### config.mk
export PLATFORM = sky130hd
export DESIGN_NAME = memory_stage_mc
export DESIGN_NICKNAME = d
export VERILOG_FILES = /design/src/rtl/memory_stage_mc.sv
export SDC_FILE = /design/constraint.sdc
export NUM_CORES = 1
export LEC_CHECK = 0
export ABC_AREA = 1
export BUFFER_PORTS_ARGS = -buffer_cell sky130_fd_sc_hd__buf_2
export CORE_MARGIN = 3
export CORE_UTILIZATION = 50
export CTS_CLUSTER_SIZE = 12
export DETAILED_ROUTE_END_ITERATION = 12
export PLACE_DENSITY = 0.82
export SYNTH_ARGS = -nofsm -noshare
export SYNTH_HDL_FRONTEND = slang
export SYNTH_SLANG_ARGS = --single-unit
### constraint.sdc
create_clock -name clk_i -period 2.13 [get_ports clk_i]
set_clock_uncertainty 0.1 [all_clocks]
set_input_delay 0.5325 -clock clk_i [delete_from_list [all_inputs] [get_ports clk_i]]
set_output_delay 0.5325 -clock clk_i [all_outputs]
set_load 0.005 [all_outputs]
### src/rtl/memory_stage_mc.sv
// memory_stage_mc: execute->writeback memory stage with a valid/ready data-memory port.
// Latency: non-memory ops and misaligned accesses 1 cycle; memory ops >= 3 cycles (req, resp, output).
// Backpressure: in_ready_o drops while an access is in flight or the output is stalled; flush drains.
// Ports: clk_i/rst_i (async, active-low); flush_v_i/stall_v_i/stall_v_o pipeline control;
//   in_* instruction from execute; out_* writeback word; dmem_req_*/dmem_resp_* memory interface.
module memory_stage_mc #(
  parameter int xlen_p          = 32,
  parameter int payload_width_p = 64
) (
  input  logic                       clk_i,
  input  logic                       rst_i,
  input  logic                       flush_v_i,
  input  logic                       stall_v_i,
  output logic                       stall_v_o,
  input  logic                       in_v_i,
  output logic                       in_ready_o,
  input  logic                       in_ld_v_i,
  input  logic                       in_st_v_i,
  input  logic [2:0]                 in_funct3_i,
  input  logic [xlen_p-1:0]          in_addr_i,
  input  logic [xlen_p-1:0]          in_st_data_i,
  input  logic [4:0]                 in_rd_i,
  input  logic                       in_rd_w_v_i,
  input  logic [payload_width_p-1:0] in_payload_i,
  output logic                       out_v_o,
  output logic [xlen_p-1:0]          out_result_o,
  output logic [4:0]                 out_rd_o,
  output logic                       out_rd_w_v_o,
  output logic [payload_width_p-1:0] out_payload_o,
  output logic                       out_misalign_o,
  output logic                       out_err_o,
  output logic                       dmem_req_v_o,
  input  logic                       dmem_req_ready_i,
  output logic                       dmem_we_o,
  output logic [xlen_p-1:0]          dmem_addr_o,
  output logic [xlen_p/8-1:0]        dmem_be_o,
  output logic [xlen_p-1:0]          dmem_wdata_o,
  input  logic                       dmem_resp_v_i,
  input  logic                       dmem_resp_err_i,
  input  logic [xlen_p-1:0]          dmem_rdata_i
);
  localparam int nb_lp = xlen_p / 8;
  localparam int lw_lp = $clog2(nb_lp);

  typedef enum logic [1:0] {IDLE, REQ, WAIT, DRAIN} state_e;
  state_e state_q, state_d;

  // Latched access (stable for the whole REQ/WAIT window)
  logic                       we_q, uns_q, rd_w_v_q;
  logic [1:0]                 size_q;
  logic [lw_lp-1:0]           lane_q;
  logic [4:0]                 rd_q;
  logic [payload_width_p-1:0] payload_q;
  logic [xlen_p-1:0]          addr_q, wdata_q;
  logic [nb_lp-1:0]           be_q;
  logic                       capture;

  // Output register
  logic                       out_v_q, out_v_d;
  logic [xlen_p-1:0]          out_result_q, out_result_d;
  logic [4:0]                 out_rd_q, out_rd_d;
  logic                       out_rd_w_v_q, out_rd_w_v_d;
  logic [payload_width_p-1:0] out_payload_q, out_payload_d;
  logic                       out_misalign_q, out_misalign_d;
  logic                       out_err_q, out_err_d;

  // Decode of the incoming instruction
  logic               mem_op, misalign;
  logic [1:0]         size_d;
  logic [lw_lp-1:0]   lane_d;
  logic [nb_lp-1:0]   be_d;
  logic [xlen_p-1:0]  addr_d, wdata_d;

  always_comb begin
    mem_op = in_ld_v_i | in_st_v_i;
    size_d = in_funct3_i[1:0];
    // RV32 has no doubleword: LD behaves as LW.
    if (xlen_p == 32 && size_d == 2'd3) size_d = 2'd2;
    lane_d = in_addr_i[lw_lp-1:0];
    addr_d = {in_addr_i[xlen_p-1:lw_lp], lw_lp'(0)};
    case (size_d)
      2'd0: begin
        misalign = 1'b0;
        be_d     = nb_lp'(1) << lane_d;
        wdata_d  = {nb_lp{in_st_data_i[7:0]}};
      end
      2'd1: begin
        misalign = in_addr_i[0];
        be_d     = nb_lp'(3) << lane_d;
        wdata_d  = {(xlen_p/16){in_st_data_i[15:0]}};
      end
      2'd2: begin
        misalign = |in_addr_i[1:0];
        be_d     = nb_lp'(15) << lane_d;
        wdata_d  = {(xlen_p/32){in_st_data_i[31:0]}};
      end
      default: begin
        misalign = |in_addr_i[2:0];
        be_d     = '1;
        wdata_d  = in_st_data_i;
      end
    endcase
  end

  // Load data: shift the addressed lane down, then fill above the access size.
  logic [xlen_p-1:0] ld_shift, ld_ext;
  logic              sign_bit;
  int                ld_bits;

  always_comb begin
    ld_shift = dmem_rdata_i >> {lane_q, 3'b000};
    case (size_q)
      2'd0:    sign_bit = ld_shift[7];
      2'd1:    sign_bit = ld_shift[15];
      2'd2:    sign_bit = ld_shift[31];
      default: sign_bit = ld_shift[xlen_p-1];
    endcase
    sign_bit = sign_bit & ~uns_q;
    ld_bits  = 8 << size_q;
    ld_ext   = ld_shift;
    for (int i = 0; i < xlen_p; i++) begin
      if (i >= ld_bits) ld_ext[i] = sign_bit;
    end
  end

  logic hold, accept;
  assign hold       = out_v_q & stall_v_i;
  assign in_ready_o = (state_q == IDLE) & ~hold;
  assign stall_v_o  = in_v_i & ~in_ready_o;
  // A flush cycle never admits a new instruction.
  assign accept     = in_v_i & in_ready_o & ~flush_v_i;

  always_comb begin
    state_d        = state_q;
    capture        = 1'b0;
    out_v_d        = out_v_q;
    out_result_d   = out_result_q;
    out_rd_d       = out_rd_q;
    out_rd_w_v_d   = out_rd_w_v_q;
    out_payload_d  = out_payload_q;
    out_misalign_d = out_misalign_q;
    out_err_d      = out_err_q;

    if (flush_v_i || !hold) begin
      out_v_d        = 1'b0;
      out_misalign_d = 1'b0;
      out_err_d      = 1'b0;
    end

    case (state_q)
      IDLE: begin
        if (accept) begin
          if (!mem_op || misalign) begin
            // Pass-through result, or misaligned exception with no bus traffic.
            out_v_d        = 1'b1;
            out_result_d   = in_addr_i;
            out_rd_d       = in_rd_i;
            out_rd_w_v_d   = in_rd_w_v_i & ~mem_op;
            out_payload_d  = in_payload_i;
            out_misalign_d = mem_op;
            out_err_d      = 1'b0;
          end else begin
            capture = 1'b1;
            state_d = REQ;
          end
        end
      end
      REQ: begin
        if (flush_v_i)             state_d = IDLE;
        else if (dmem_req_ready_i) state_d = WAIT;
      end
      WAIT: begin
        if (flush_v_i) begin
          // The request was accepted, so its response must still be swallowed.
          state_d = dmem_resp_v_i ? IDLE : DRAIN;
        end else if (dmem_resp_v_i) begin
          state_d        = IDLE;
          out_v_d        = 1'b1;
          out_result_d   = we_q ? '0 : ld_ext;
          out_rd_d       = rd_q;
          out_rd_w_v_d   = rd_w_v_q & ~dmem_resp_err_i;
          out_payload_d  = payload_q;
          out_misalign_d = 1'b0;
          out_err_d      = dmem_resp_err_i;
        end
      end
      DRAIN: begin
        if (dmem_resp_v_i) state_d = IDLE;
      end
      default: state_d = IDLE;
    endcase
  end

  always_ff @(posedge clk_i or negedge rst_i) begin
    if (!rst_i) begin
      state_q        <= IDLE;
      we_q           <= 1'b0;
      uns_q          <= 1'b0;
      rd_w_v_q       <= 1'b0;
      size_q         <= 2'd0;
      lane_q         <= '0;
      rd_q           <= '0;
      payload_q      <= '0;
      addr_q         <= '0;
      wdata_q        <= '0;
      be_q           <= '0;
      out_v_q        <= 1'b0;
      out_result_q   <= '0;
      out_rd_q       <= '0;
      out_rd_w_v_q   <= 1'b0;
      out_payload_q  <= '0;
      out_misalign_q <= 1'b0;
      out_err_q      <= 1'b0;
    end else begin
      state_q        <= state_d;
      out_v_q        <= out_v_d;
      out_result_q   <= out_result_d;
      out_rd_q       <= out_rd_d;
      out_rd_w_v_q   <= out_rd_w_v_d;
      out_payload_q  <= out_payload_d;
      out_misalign_q <= out_misalign_d;
      out_err_q      <= out_err_d;
      if (capture) begin
        we_q      <= in_st_v_i;
        uns_q     <= in_funct3_i[2];
        rd_w_v_q  <= in_rd_w_v_i;
        size_q    <= size_d;
        lane_q    <= lane_d;
        rd_q      <= in_rd_i;
        payload_q <= in_payload_i;
        addr_q    <= addr_d;
        wdata_q   <= wdata_d;
        be_q      <= be_d;
      end
    end
  end

  // Flush withdraws the request combinationally so a same-cycle ready is ignored.
  assign dmem_req_v_o   = (state_q == REQ) & ~flush_v_i;
  assign dmem_we_o      = we_q;
  assign dmem_addr_o    = addr_q;
  assign dmem_be_o      = be_q;
  assign dmem_wdata_o   = wdata_q;

  assign out_v_o        = out_v_q;
  assign out_result_o   = out_result_q;
  assign out_rd_o       = out_rd_q;
  assign out_rd_w_v_o   = out_rd_w_v_q;
  assign out_payload_o  = out_payload_q;
  assign out_misalign_o = out_misalign_q;
  assign out_err_o      = out_err_q;
endmodule

==> results.cfg <==
[sta]
min_period_over_period = 0.991
report.final.hold_viol_count = 0
min_period_ns = 2.11
max_freq_ghz = 0.474
worst_hold_slack_ns = 0.126
setup_viol = 0
slew_violations = 0

[synth]
synth_top_family_by_area = simple AND/OR/NAND/NOR gates
synthCells = 1431
synth_compound_area_frac = 0.123
yosysWarningCount = 0
netlist.area_leader.share = 0.545
async_reset_ff_frac = 1.00
synth-xor-area-share = 0
synth_most_common_cell = nand2_1
synthTopCellsByCount = nand2_1 (487), nor2_1 (259), dfrtp_1 (249)
yosys.area.top_type = dfrtp_1
ys.flop_type = dfrtp_1
ys_seq_area_frac = 0.545
synth_mux_area_frac = 0
synthSimpleGateAreaFrac = 0.276
synth-edff-count = 0
synthAdderAreaFrac = 0
synth_area_um2 = 11400
ys_types = 29
ys_seq_elements = 249
synth.top_cells.by_area = dfrtp_1 (55%), nand2_1 (16%), nor2_1 (8.5%)
avgSynthCellArea_um2 = 7.99

[global_routing]
grt_first_pass_wirelength_um = 55800
grt_pass1_vias = 11000
antenna_found_initial = 3
grt_max_degree = 72
grt.total_usage = 0.279
overflow = 0

[floorplanning]
fp.dieW_um = 157
boundaryPins = 356
dieArea_um2 = 24700
start_util = 0.516
fp.coreArea_um2 = 22200
die_y_um = 157
rows = 54

[worst_setup_path]
worstSetupPathType = reg -> out
cp.arrival_ns = 1.48
cp_top_family = flip-flops
path_cells = nor2_1, nand2_1, inv_1, nor2_1, buf_2
cp_data_required_time_ns = 1.50
critPathSlowestCell = dfrtp_1
cpMostUsedCell = nor2_1
rr_worst_depth = 10
r2r_slack_ns = 0.20
cp-end-kind = primary output
reg2reg_from = state_q[1]$_DFFE_PN0P_
cp_slowest_stage_delay_ns = 0.42
cp_max_fo = 4
cp_num_buf_inv = 2
critPathLaunchType = register
path_depth = 5
r2r_end = out_result_o[28]$_DFFE_PN0P_

[route]
num_vias = 11200
firstDrtPassIters = 8
vias_per_cell = 5.38
routed_wl_um = 35400
drc_errors = 0
wl_per_cell_um = 17.0
drtIter0Drc = 906
drtAntennaViolNets = 0

[pwr]
clkPwrFrac = 0.232
p_leak_uw = 0.00792
seq_power_share = 0.414
power_density_nw_per_um2 = 1370
switching_share = 0.362
internal-power_uw = 12800
power_switching_uw = 7270
pwr-share-comb = 0.354
total_power_uw = 20100
max-vdd-ir-drop_uv = 700

[clocking]
htreeDepth = 1
clk_pin_slew_worst_paths_ns = 0.06
clock-sinks = 249
cts_buffer_depth = 3
cts-root-buf = clkbuf_16
cts_tree = yes
cts_buffers = 27
clk_latency_ns = 0.52

[worst_hold_path]
whs_path_depth = 3
min_to = payload_q[29]$_DFFE_PN0P_
min_from = in_payload_i[29]
hold_path.class = in -> reg

[placed_design]
place_congestion = 0.971
port_buffers = 353
dp_hpwl_um = 25000
postPlaceCellArea_um2 = 13700

[final_layout]
nNetsFinal = 1957
post-route-util = 0.661
drive_above_1_share = 0.267
final_area_um2 = 14700
area_growth_pct = 28.2
fillers = 1858

[job]
max_cap_viol_count = 0

[run_status]
status = complete, no violations
-- layout by cell type, fill, tap and decap left out, types with 3 or more instances in the layout --
master     synthesis  final
inv_1             51     50
buf_2             48    352
nand3_1           46     46
o211ai_1           8      8
nor2_1           259    259
or2_2              8      8
o21ai_1           18     18
dfrtp_1          249    249
a31oi_1            3      3
o31ai_2           12     12
clkbuf_8           0      7
nand2_1          487    487
o31ai_1           59     59
clkbuf_16          0     27
inv_2              6      5
buf_12             0     17
clkinv_2           0      4
o22ai_1            3      3
clkbuf_1          30      8
diode_2            0      4
a21oi_1           56     56
nand2_2            5      5
o21ai_0           63     63
buf_4              5     34
-- worst min-delay path: stages --
cell and delay [ns]:
buf_2 0.09, nand2_1 0.05, nand2_1 0.05
-- power by group through the flow --
stage | logic, uW | clock network, uW | registers [uW]
4_1_cts | 7130 | 4720 | 8280
6_report | 7100 | 4650 | 8310
2_1_floorplan | 3770 | 0 | 8220
5_1_grt | 8020 | 4920 | 8540
3_5_place_dp | 7080 | 0 | 8310
3_3_place_gp | 6850 | 0 | 8260
-- sequential cells by signal (all words and copies together) (netlist names), 2 cells and up --
register / count
lane_q: 2
rd_q: 5
payload_q: 64
out_payload_o: 64
dmem_be_o: 4
out_rd_o: 5
dmem_wdata_o: 32
out_result_o: 32
state_q: 2
size_q: 2
dmem_addr_o: 30
-- worst max-delay path by stage --
stage,start,endpoint
after floorplan,in_funct3_i[1],dmem_wdata_o[10]$_DFFE_PN0P_
after global placement,flush_v_i,out_payload_o[19]$_DFFE_PN0P_
after detailed placement,stall_v_i,out_payload_o[18]$_DFFE_PN0P_
after CTS,state_q[1]$_DFFE_PN0P_,stall_v_o
after global routing,state_q[1]$_DFFE_PN0P_,stall_v_o
final,state_q[1]$_DFFE_PN0P_,stall_v_o
-- cell families after synthesis --
family          count (synthesis)
other cells                     1
compound gates                225
simple gates                  810
buf+inv                       146
flops                         249
-- layout make-up --
class | count | area, um^2 | area share
multi-input combinational | 1037 | 4580 | 0.312
clock inverter | 5 | 75.1 | 0.00512
timing repair buffer | 405 | 2380 | 0.163
clock buffer | 42 | 802 | 0.0547
inverter | 58 | 224 | 0.0153
sequential | 249 | 6230 | 0.425
antenna | 4 | 10.0 | 0.000683
tap | 280 | 350 | 0.0239
-- metrics by stage --
step	TNS [ns]	setup slack, ns	std cells
4_1_cts	0	0.00512	2074
3_5_place_dp	0	0.0565	2025
5_1_grt	-0.0938	-0.0695	2078
6_report	0	0.0196	2080
3_3_place_gp	0	0.153	2025
2_1_floorplan	0	0.379	1432
-- what timing repair did --
item	in CTS	in global routing
setup endpoints to repair	2	1
setup buffers	1	2
resized for setup	1	0
endpoints found under the hold margin	44	0
pin swaps	0	2
hold buffers	1	0
-- per-layer routing --
metal  global-route usage  routed length [um]
met1                0.358               13800
met2                0.460               16900
met3               0.0654                3340
met4                0.117                1350
met5                    0                   9
Note: power is estimated with default switching activity, not from simulation.
